<file path="src/rtl/viterbi_traceback_if.sv">
// Step-beat input and decoded-state output channels of the Viterbi traceback block.
// The master drives steps in and consumes decoded states; the slave is the traceback block.
interface viterbi_traceback_if #(
   parameter int unsigned I = 3,
   parameter int unsigned W = 20,
   parameter int unsigned N = 64
);
   localparam int unsigned SW = (I > 1) ? $clog2(I) : 1;
   localparam int unsigned NW = (N > 1) ? $clog2(N) : 1;

   logic                   in_valid;
   logic                   in_ready;
   logic [I-1:0][SW-1:0]   in_psi;
   logic [I-1:0][W-1:0]    in_delta;
   logic                   in_last;
   logic                   out_valid;
   logic                   out_ready;
   logic [SW-1:0]          out_state;
   logic [NW-1:0]          out_idx;
   logic                   out_last;

   modport master (
      output in_valid, in_psi, in_delta, in_last, out_ready,
      input  in_ready, out_valid, out_state, out_idx, out_last
   );

   modport slave (
      input  in_valid, in_psi, in_delta, in_last, out_ready,
      output in_ready, out_valid, out_state, out_idx, out_last
   );
endinterface

</file>
<file path="src/rtl/viterbi_traceback.sv">
// Viterbi back end: stores per-step backpointers, picks the best final state,
// walks the pointers backwards and streams the decoded path in forward order.
module viterbi_traceback #(
   parameter int unsigned I = 3,
   parameter int unsigned W = 20,
   parameter int unsigned N = 64
) (
   input  logic               clk,
   input  logic               rst_n,
   viterbi_traceback_if.slave bus,
   output logic               busy,
   output logic               err_ovf
);
   localparam int unsigned SW = (I > 1) ? $clog2(I) : 1;
   localparam int unsigned NW = (N > 1) ? $clog2(N) : 1;
   localparam logic [NW-1:0] T_MAX = NW'(N - 1);

   typedef enum logic [1:0] {COLLECT, TRACE, EMIT} state_t;

   state_t               state, state_nxt;
   logic [NW-1:0]        t, ptr, e, len_m1;
   logic [SW-1:0]        cur, best, trace_nxt;
   logic signed [W-1:0]  best_val;
   logic                 accept, last_beat, emit_hs;

   logic [I-1:0][SW-1:0] psi_mem  [N];
   logic [SW-1:0]        path_mem [N];

   assign accept    = bus.in_valid && (state == COLLECT);
   assign last_beat = bus.in_last || (t == T_MAX);
   assign emit_hs   = (state == EMIT) && bus.out_ready;
   assign trace_nxt = psi_mem[ptr][cur];

   // Strict > keeps the lowest index on ties.
   always_comb begin
      best     = '0;
      best_val = $signed(bus.in_delta[0]);
      for (int unsigned j = 1; j < I; j++) begin
         if ($signed(bus.in_delta[j]) > best_val) begin
            best_val = $signed(bus.in_delta[j]);
            best     = SW'(j);
         end
      end
   end

   always_ff @(posedge clk or negedge rst_n) begin
      if (!rst_n) state <= COLLECT;
      else        state <= state_nxt;
   end

   always_comb begin
      state_nxt = state;
      unique case (state)
         COLLECT: if (accept && last_beat) state_nxt = (t == '0) ? EMIT : TRACE;
         TRACE:   if (ptr == NW'(1)) state_nxt = EMIT;
         EMIT:    if (emit_hs && (e == len_m1)) state_nxt = COLLECT;
         default: state_nxt = COLLECT;
      endcase
   end

   always_ff @(posedge clk or negedge rst_n) begin
      if (!rst_n) begin
         t       <= '0;
         ptr     <= '0;
         e       <= '0;
         len_m1  <= '0;
         cur     <= '0;
         err_ovf <= 1'b0;
      end else begin
         unique case (state)
            COLLECT: begin
               if (accept) begin
                  if (last_beat) begin
                     cur    <= best;
                     ptr    <= t;
                     len_m1 <= t;
                     e      <= '0;
                     if (!bus.in_last) err_ovf <= 1'b1;
                  end else begin
                     t <= t + 1'b1;
                  end
               end
            end
            TRACE: begin
               cur <= trace_nxt;
               ptr <= ptr - 1'b1;
            end
            EMIT: begin
               if (emit_hs) begin
                  if (e == len_m1) begin
                     e <= '0;
                     t <= '0;
                  end else begin
                     e <= e + 1'b1;
                  end
               end
            end
            default: ;
         endcase
      end
   end

   // Memories carry no reset; every location read is written earlier in the same sequence.
   always_ff @(posedge clk) begin
      if (accept) psi_mem[t] <= bus.in_psi;
      if (accept && last_beat) path_mem[t] <= best;
      if (state == TRACE) path_mem[ptr - 1'b1] <= trace_nxt;
   end

   assign bus.in_ready  = (state == COLLECT);
   assign bus.out_valid = (state == EMIT);
   assign bus.out_state = (state == EMIT) ? path_mem[e] : '0;
   assign bus.out_idx   = e;
   assign bus.out_last  = (state == EMIT) && (e == len_m1);
   assign busy          = (state != COLLECT);
endmodule
</file>
<file path="src/flat_wrapper.sv">
// flat-port wrapper written by rule: the top's interface ports become plain ports
module viterbi_traceback_flat 
#(
   parameter int unsigned I = 3,
   parameter int unsigned W = 20,
   parameter int unsigned N = 64
)
  (clk, rst_n, busy, err_ovf, bus_in_valid, bus_in_psi, bus_in_delta, bus_in_last, bus_out_ready, bus_in_ready, bus_out_valid, bus_out_state, bus_out_idx, bus_out_last);
  viterbi_traceback_if #(.I(I), .W(W), .N(N)) bus_i ();
  input  logic clk;
  input  logic rst_n;
  output logic busy;
  output logic err_ovf;
  input wire logic [$bits(bus_i.in_valid)-1:0] bus_in_valid;
  input wire logic [$bits(bus_i.in_psi)-1:0] bus_in_psi;
  input wire logic [$bits(bus_i.in_delta)-1:0] bus_in_delta;
  input wire logic [$bits(bus_i.in_last)-1:0] bus_in_last;
  input wire logic [$bits(bus_i.out_ready)-1:0] bus_out_ready;
  output wire logic [$bits(bus_i.in_ready)-1:0] bus_in_ready;
  output wire logic [$bits(bus_i.out_valid)-1:0] bus_out_valid;
  output wire logic [$bits(bus_i.out_state)-1:0] bus_out_state;
  output wire logic [$bits(bus_i.out_idx)-1:0] bus_out_idx;
  output wire logic [$bits(bus_i.out_last)-1:0] bus_out_last;
  assign bus_i.in_valid = bus_in_valid;
  assign bus_i.in_psi = bus_in_psi;
  assign bus_i.in_delta = bus_in_delta;
  assign bus_i.in_last = bus_in_last;
  assign bus_i.out_ready = bus_out_ready;
  assign bus_in_ready = bus_i.in_ready;
  assign bus_out_valid = bus_i.out_valid;
  assign bus_out_state = bus_i.out_state;
  assign bus_out_idx = bus_i.out_idx;
  assign bus_out_last = bus_i.out_last;
  viterbi_traceback #(.I(I), .W(W), .N(N)) u_core (.clk(clk), .rst_n(rst_n), .bus(bus_i), .busy(busy), .err_ovf(err_ovf));
endmodule
</file>
<file path="config.mk">
export PLATFORM = sky130hd
export DESIGN_NAME = viterbi_traceback_flat
export DESIGN_NICKNAME = d
export VERILOG_FILES = /design/src/rtl/viterbi_traceback_if.sv /design/src/rtl/viterbi_traceback.sv /design/src/flat_wrapper.sv
export SDC_FILE = /design/constraint.sdc
export NUM_CORES = 1
export LEC_CHECK = 0
export CAP_MARGIN = 30
export CORE_UTILIZATION = 40
export CTS_BUF_LIST = sky130_fd_sc_hd__clkbuf_4
export CTS_CLUSTER_SIZE = 12
export DETAILED_ROUTE_END_ITERATION = 8
export PLACE_DENSITY = 0.67
export SETUP_SLACK_MARGIN = 0.05
export SYNTH_ARGS = -nofsm -noshare
export SYNTH_HDL_FRONTEND = slang
export SYNTH_SLANG_ARGS = --single-unit
</file>
<file path="constraint.sdc">
create_clock -name clk -period 5.4 [get_ports clk]
set_clock_uncertainty 0.1 [all_clocks]
set_input_delay 0.54 -clock clk [delete_from_list [all_inputs] [get_ports clk]]
set_output_delay 0.54 -clock clk [all_outputs]
set_load 0.1 [all_outputs]
</file>
# After elaboration in Yosys (flattened, before gate mapping)
# Memories as Yosys holds them, arrays and structs flattened.
# Cells that the tools add are included.
# totals
elab_cells	83
ff_bits	29
in_bits	71
memories	2
ramBits	512
# classes
mux	36
n_bitwise	1
eq_ne	13
add_sub_neg	3
magnitude_cmp	3
reduce_logical	18
# mem_list
name	words	word_bits	read_ports	rd_ports_with_merged_regs	write_ports	line_no	rtl
u_core.psi_mem	64	6	1	0	1	viterbi_traceback.sv:26	logic [I-1:0][SW-1:0] psi_mem [N];
u_core.path_mem	64	2	1	0	1	viterbi_traceback.sv:27	logic [SW-1:0] path_mem [N];
# ops
op	count
$mux W6	11
$gt A20 B20 Y1	2
$pmux W6 S2	3
$mux W2	10
$mux W20	1
$ne A2 B1 Y1 const B	7
$add A6 B1 Y6 const B	2
$reduce_and A3 Y1	3
$mux W1	8
$reduce_and A4 Y1	2
$eq A6 B1 Y1 const B	1
$eq A6 B6 Y1	1
$eq A6 B6 Y1 const B	1
$logic_not A6 Y1	1
$pmux W2 S3	1
$reduce_bool A2 Y1	3
$sub A6 B1 Y6 const B	1
$logic_and A1 B1 Y1	5
$reduce_and A5 Y1	1
$bmux W2 S2	1
$pmux W2 S2	1
$lt A2 B3 Y1 const B	1
$eq A2 B1 Y1 const B	1
$eq A2 B2 Y1 const B	1
5 further kinds	5

# Depth between registers and ports, before layout
# Gate-level depths: netlist of run 1.
# logic_depth
ltp_word	7
mapped_depth	18
depth_no_buf	17

# Worst setup path before layout of run 1
# OpenSTA, ideal clock, no wires.
# synth_path
kind	in2reg
from	input bus_in_delta[10]
to	memory u_core.path_mem[0][0] (netlist bit) (data pin)
n_path_buf	1
required_ns	4.752
t_arrival_ns	5.467
path_slack_ns	-0.715
setup_ns	0.548
cell_stages	16
path_cell_list	inv_1 ha_1 and4_1 nor4bb_1 a21boi_0 a2111oi_0 a211oi_2 clkbuf_1 a21oi_1 ha_1 nand4_1 nor4_1 o21ai_0 a21oi_1 o21ai_0 a21oi_1
# synth_via
elab_chain_cells	5
word_cells_on_any_way	6
# synth_lines
element	line_no	rtl
start, declared	flat_wrapper.sv:16	input wire logic [$bits(bus_i.in_delta)-1:0] bus_in_delta;
$gt A20 B20 Y1	viterbi_traceback.sv:39	if ($signed(bus.in_delta[j]) > best_val) begin
$mux W20	viterbi_traceback.sv:39	
$gt A20 B20 Y1	viterbi_traceback.sv:39	
$mux W2 (*)	viterbi_traceback.sv:39	
$mux W2 (no source line) (*)	--	
end, declared	viterbi_traceback.sv:27	
# Mark *: on every way between the ends. The rest lies on a longest branch, timed or not.

# Worst setup path after layout of run 1
# layout_path
from	register u_core.e[0] (netlist: u_core.bus.out_idx[0])
to	output bus_out_state[0]
# layout_via
elab_chain_cells	2
# layout_lines
element	line_no	rtl
start, declared	viterbi_traceback.sv:21	logic [NW-1:0] t, ptr, e, len_m1;
start signal, assigned	viterbi_traceback.sv:94	e <= e + 1'b1;
$mem_v2 Z64 W2	--	
$mux W2	viterbi_traceback.sv:112	assign bus.out_state = (state == EMIT) ? path_mem[e] : '0;
end, declared	flat_wrapper.sv:21	output wire logic [$bits(bus_i.out_state)-1:0] bus_out_state;
# Every way passes these cells.

==> impl_metrics.tcl, run 1 <==
set metrics [dict create \
    grt_max_degree 65 \
    start_util 0.408 \
    internal-power_mw 8.29 \
    met3WireLength_mm 4.18 \
    crit_path_end_kind "primary output" \
    seq_area_frac_synth 0.696 \
    vias_per_cell 5.48 \
    drv_slew 0 \
    slew_headroom 0.315 \
    synthAdderAreaFrac 0.0243 \
    syn2layout_area_growth_pct 15.4 \
    crit_chain "buf_4, mux4_2, mux4_2, mux4_2, and2_1, clkdlybuf4s50_1" \
    cts-root-buf "clkbuf_4" \
    p_leak_nw 8.84 \
    min_period_ns 5.06 \
    place_congestion 0.843 \
    ios 84 \
    synthXorXnorAreaFrac 0.00530 \
    r2r_start "u_core.ptr[1]" \
    stdcell_area_um2 26700 \
    dieArea_um2 58800 \
    mostFrequentLayoutCell "edfxtp_1" \
    crit_top_cell "mux4_2" \
    power_switching_mw 3.94 \
    cts.sinks 541 \
    powerDensity_nw_per_um2 458 \
    io_buffers 83 \
    worst_path_largest_cell_delay_ns 0.96 \
    worstHoldPathCells 1 \
    wl_per_cell_um 22.3 \
    async_flop_share 0.0536 \
    reg2regPathDepth 8 \
    rr_endpoint "u_core.path_mem[60][1]" \
    die_w_um 242 \
    critPathTopFamily "multiplexers" \
    core_um2 56700 \
    tightest_slew_ns 1.02 \
    grt_pass1_wl_mm 81.7 \
    hold_class "in -> reg" \
    grt_pass1_vias 13600 \
    dr.pass1.iters 7 \
    hp-start "bus_in_psi[5]" \
    worst_setup_path_start_kind "flip-flop" \
    yosysUniqueCellTypes 62 \
    overflow 0 \
    syn_area_um2 23100 \
    most-common-layout-cells "512 x edfxtp_1, 197 x clkbuf_4, 172 x nor2_1" \
    synth_top_family_by_area "multiplexers" \
    final_nets 1661 \
    syn-instance-count 1357 \
    fp.dieH_um 242 \
    cts_max_path_buffers 3 \
    irDropWorstVdd_uv 277 \
    worst-path-max-fanout 15 \
    synth-edff-count 512 \
    cts_setup_buffers 0 \
    synth.avg_cell_area_um2 17.0 \
    num_vias 13100 \
    ys_warn_count 0 \
    setup_ws_ns 0.339 \
    antenna_found_initial 2 \
    cts_htree_levels 4 \
    p_sw_frac 0.322 \
    clkPwrFrac 0.279 \
    cp.arrival_ns 4.42 \
    dp_hpwl_mm 34.4 \
    synth_compound_area_frac 0.0433 \
    grtUsageTotal 0.184 \
    clkTransAtPathRegs_ns 0.07 \
    drive_above_1_share 0.246 \
    critical_path_class "reg -> out" \
    hold_viol 0 \
    r2r_slack_ns 1.38 \
    fmax_mhz 198 \
    rsz0062_at_grt "no" \
    route.met2.wl_mm 25.8 \
    drt-met1-wl_mm 22.2 \
    first_iter_violations 1300 \
    outcome "finished, final reports clean" \
    ys_ff_latch 541 \
    min_period_over_period 0.937 \
    pwr-share-comb 0.291 \
    slowest_stage "clkdlybuf4s50_1" \
    tritoncts "done" \
    ys.flop_type "edfxtp_1" \
    yosys.area_share.simple 0.0670 \
    syn_nets 1473 \
    drtAntennaViolNets 0 \
    hold_end "u_core.psi_mem[44][5]" \
    drcViolationCount 0 \
    power_frac_seq 0.430 \
    clk_latency_ns 0.89 \
    pre_cts_slack_ns -0.285 \
    synth_mux_area_frac 0.145 \
    num_rows 87 \
    top_layer "met4" \
    setup_viol 0 \
    path_buf_inv 2 \
    cts_buffers 138 \
    max_cap_violations 0 \
    placed_area_um2 24900 \
    wirelength_mm 53.3 \
    crit_required_ns 4.76 \
]
[Yosys cell counts, types with 12 or more instances]
cell	number	share of area
a21oi_1	44	0.0095
clkbuf_1	37	0.0060
dfrtp_1	29	0.031
edfxtp_1	512	0.66
ha_1	45	0.024
inv_1	28	0.0045
mux2_2	12	0.0058
mux2i_1	27	0.012
mux4_2	131	0.13
nand2_1	72	0.012
nand3_1	15	0.0032
nor2_1	173	0.028
nor2b_1	15	0.0041
o21ai_0	25	0.0054
xor2_1	12	0.0045
[routing by layer]
layer / vias to the layer above / GRT usage
met2: 565 / 0.293
met1: 6623 / 0.244
met3: 89 / 0.0533
met5: - / 0
li1: 5843 / -
met4: 0 / 0.0609
[timing repair]
| item | 4_1_cts | 5_1_grt |
|---|---|---|
| endpoints found under the hold margin | 66 | 0 |
| hold buffers | 4 | 0 |
| resized for setup | 0 | 0 |
[power by group through the flow]
stage | Clock [mW] | Combinational, mW | Sequential, mW
after detailed placement | 0 | 3.45 | 5.44
after global routing | 3.73 | 3.83 | 5.28
final | 3.41 | 3.56 | 5.26
after global placement | 0 | 3.35 | 5.45
after floorplan | 0 | 2.58 | 5.14
after CTS | 3.50 | 3.47 | 5.35
[sequential cells by signal, summed over array words and instances (netlist names)]
register,cells
u_core.psi_mem,384
u_core.path_mem,128
u_core.err_ovf,1
u_core.ptr,6
u_core.state,2
u_core.cur,2
u_core.bus.out_idx,6
u_core.t,6
u_core.len_m1,6
[worst max path at each step]
stage                                       end  slack [ns]                  start  depth (start not counted)
after floorplan           u_core.path_mem[0][0]        0.16       bus_in_delta[10]                         16
after global placement    u_core.path_mem[0][0]       -0.04       bus_in_delta[10]                         19
after detailed placement  u_core.path_mem[1][0]       -0.29       bus_in_delta[10]                         19
after CTS                      bus_out_state[1]        0.23  u_core.bus.out_idx[0]                          6
after global routing           bus_out_state[1]        0.14  u_core.bus.out_idx[0]                          6
final                          bus_out_state[0]        0.34  u_core.bus.out_idx[0]                          6
[metrics by stage]
| step | setup TNS (ns) | utilization | cells | power (mW) | hold WS [ns] |
|---|---|---|---|---|---|
| after floorplan | 0 | - | 1357 | 7.72 | 0.144 |
| after global placement | -2.08 | 0.438 | 2150 | 8.80 | 0.381 |
| after detailed placement | -23.26 | 0.440 | 2156 | 8.89 | 0.385 |
| after CTS | 0 | 0.470 | 2389 | 12.3 | 0.0113 |
| after global routing | 0 | 0.471 | 2392 | 12.8 | 0.0181 |
| final | 0 | 0.471 | 2392 | 12.2 | 0.0752 |
[final cells by class]
class	instances	area (um^2)
Antenna cell	2	5.00
Clock buffer	197	1480
Clock inverter	32	216
Fill cell	4749	30000
Inverter	29	109
Multi-Input combinational cell	722	6620
Sequential cell	541	16100
Tap cell	756	946
Timing Repair Buffer	113	1210
[cell families (layout without fill, tap and decap cells)]
group           Yosys count  after routing
other cells               0              2
xor+xnor                 14             14
buf+inv                  94            371
mux                     170            170
simple gates            342            342
fa+ha+maj                45             45
flops                   541            541
compound gates          151            151
Power figures use the tool's default switching activity.
==> run 2: changes to the inputs <==
==> constraint.sdc (replaced) <==
create_clock -name clk -period 6.3 [get_ports clk]
set_clock_uncertainty 0.1 [all_clocks]
set_input_delay 0.63 -clock clk [delete_from_list [all_inputs] [get_ports clk]]
set_output_delay 0.63 -clock clk [all_outputs]
set_load 0.1 [all_outputs]
==> run 2 against run 1 <==
First-iteration DRC count is 17% lower. Total power shrank 15%. Sequential power down 12%. Flip-flop and latch count did not move. Largest cell class unchanged. Register-to-register slack gained 0.65 ns. Critical endpoint is now bus_out_state[1].
==> impl_metrics.tcl, run 2 (synthesized netlist as in run 1, its figures left out) <==
set metrics [dict create \
    cts_buffers 138 \
    instances_no_fill 2381 \
    syn2layout_area_growth_pct 14.8 \
    io_buffers 83 \
    cts_htree_levels 4 \
    drive_above_1_share 0.237 \
    clkTransAtPathRegs_ns 0.07 \
    crit_top_cell "mux4_2" \
    nFillCells 4827 \
    top_register "u_core.psi_mem" \
    wirelength_mm 52.4 \
    grt_pass1_vias 13600 \
    drcViolationCount 0 \
    place_congestion 0.860 \
    placed_area_um2 24800 \
    fmax_mhz 183 \
    dieArea_um2 58800 \
    hold_class "in -> reg" \
    irDropWorstVdd_uv 256 \
    setup_ws_ns 0.838 \
    r2r_slack_ns 2.03 \
    tritoncts "done" \
    cp.arrival_ns 4.73 \
    powerDensity_nw_per_um2 390 \
    die_w_um 242 \
    r2r_start "u_core.ptr[0]" \
    core_um2 56700 \
    cts-root-buf "clkbuf_4" \
    placed_cells_incl_taps 2152 \
    largest_reg_flops 384 \
    worst-path-max-fanout 21 \
    mostFrequentLayoutCell "edfxtp_1" \
    worst_path_largest_cell_delay_ns 0.95 \
    grtUsageTotal 0.183 \
    grt_max_degree 65 \
    num_vias 13100 \
    min_period_ns 5.46 \
    slew_headroom 0.301 \
    stdcell_area_um2 26500 \
    worstSetupEndpoint "bus_out_state[1]" \
    min_period_over_period 0.867 \
    path_buf_inv 2 \
    cts.sinks 541 \
    holdWs_ns 0.124 \
    antenna_found_initial 2 \
    fp.dieH_um 242 \
    hold_viol 0 \
    rsz0062_at_grt "no" \
    crit_required_ns 5.57 \
    crit_chain "buf_4, mux4_2, mux4_2, mux4_2, and2_1, clkdlybuf4s50_1" \
    crit_cells 6 \
    critPathTopFamily "multiplexers" \
    ios 84 \
    tightest_slew_ns 1.05 \
    dr.pass1.iters 5 \
    most-common-layout-cells "512 x edfxtp_1, 184 x clkbuf_4, 172 x nor2_1" \
    drtAntennaViolNets 0 \
    p_leak_nw 8.74 \
    slowest_stage "clkdlybuf4s50_1" \
    pre_cts_slack_ns -0.211 \
    worstSetupStartpoint "u_core.bus.out_idx[0]" \
    ctsResizeCount 0 \
    setup_viol 0 \
    drv_slew 0 \
    wl_per_cell_um 22.0 \
    final_nets 1657 \
    critical_path_class "reg -> out" \
    max_cap_violations 0 \
    outcome "finished, final reports clean" \
    overflow 0 \
    start_util 0.408 \
    first_iter_violations 1084 \
    num_rows 87 \
    crit_path_end_kind "primary output" \
    reg2regPathDepth 10 \
    cts_max_path_buffers 3 \
    vias_per_cell 5.51 \
    grt_pass1_wl_mm 81.6 \
    dp_hpwl_mm 34.2 \
    finalPower_mw 10.4 \
    rr_endpoint "u_core.path_mem[52][0]" \
    clk_latency_ns 0.98 \
    top_regs "u_core.psi_mem (384), u_core.path_mem (128)" \
    worst_setup_path_start_kind "flip-flop" \
]
## run 2: metrics by stage
step / TNS (ns) / util
2_1_floorplan: 0 / -
5_1_grt: 0 / 0.468
4_1_cts: 0 / 0.467
6_report: 0 / 0.468
3_5_place_dp: -4.77 / 0.438
3_3_place_gp: 0 / 0.436
## run 2: report_power, final
part           switching (mW)  total (mW)  internal (mW)  leakage, nW
Sequential              0.353        4.61           4.25         4.98
Clock                    1.37        2.84           1.47        0.954
Combinational            1.67        2.91           1.25         2.80
Total                    3.39        10.4           6.97         8.74
## run 2: final cells by class
| cell class | count | area (um^2) | area share |
|---|---|---|---|
| tap | 756 | 946 | 0.0356 |
| antenna | 5 | 12.5 | 0.000471 |
| timing repair buffer | 109 | 1130 | 0.0426 |
| clock inverter | 35 | 236 | 0.00891 |
| clock buffer | 184 | 1380 | 0.0520 |
| inverter | 29 | 109 | 0.00410 |
| sequential | 541 | 16100 | 0.607 |
| multi-input combinational | 722 | 6620 | 0.249 |
## run 2: worst min path at each step
stage / slack (ns) / startpoint / depth (start not counted) / to
6_report: 0.12 / bus_in_psi[5] / 1 / u_core.psi_mem[22][5]
3_3_place_gp: 0.39 / u_core.len_m1[0] / 2 / u_core.len_m1[0]
3_5_place_dp: 0.39 / u_core.len_m1[2] / 2 / u_core.len_m1[2]
5_1_grt: 0.10 / bus_in_psi[5] / 1 / u_core.psi_mem[22][5]
2_1_floorplan: 0.23 / rst_n / 0 / u_core.bus.out_idx[0]
4_1_cts: 0.04 / bus_in_psi[5] / 1 / u_core.psi_mem[22][5]
## run 2: per-layer routing
metal,share of wire,vias to the layer above,global-route usage
met3,0.080,83,0.0522
met1,0.43,6685,0.246
met5,0,-,0
li1,-,5814,-
met4,0.019,0,0.0633
met2,0.48,544,0.284
## run 2: what timing repair did
item                      CTS  global route
buffers inserted            0             0
hold endpoints to repair   53             0
hold buffers                3             0
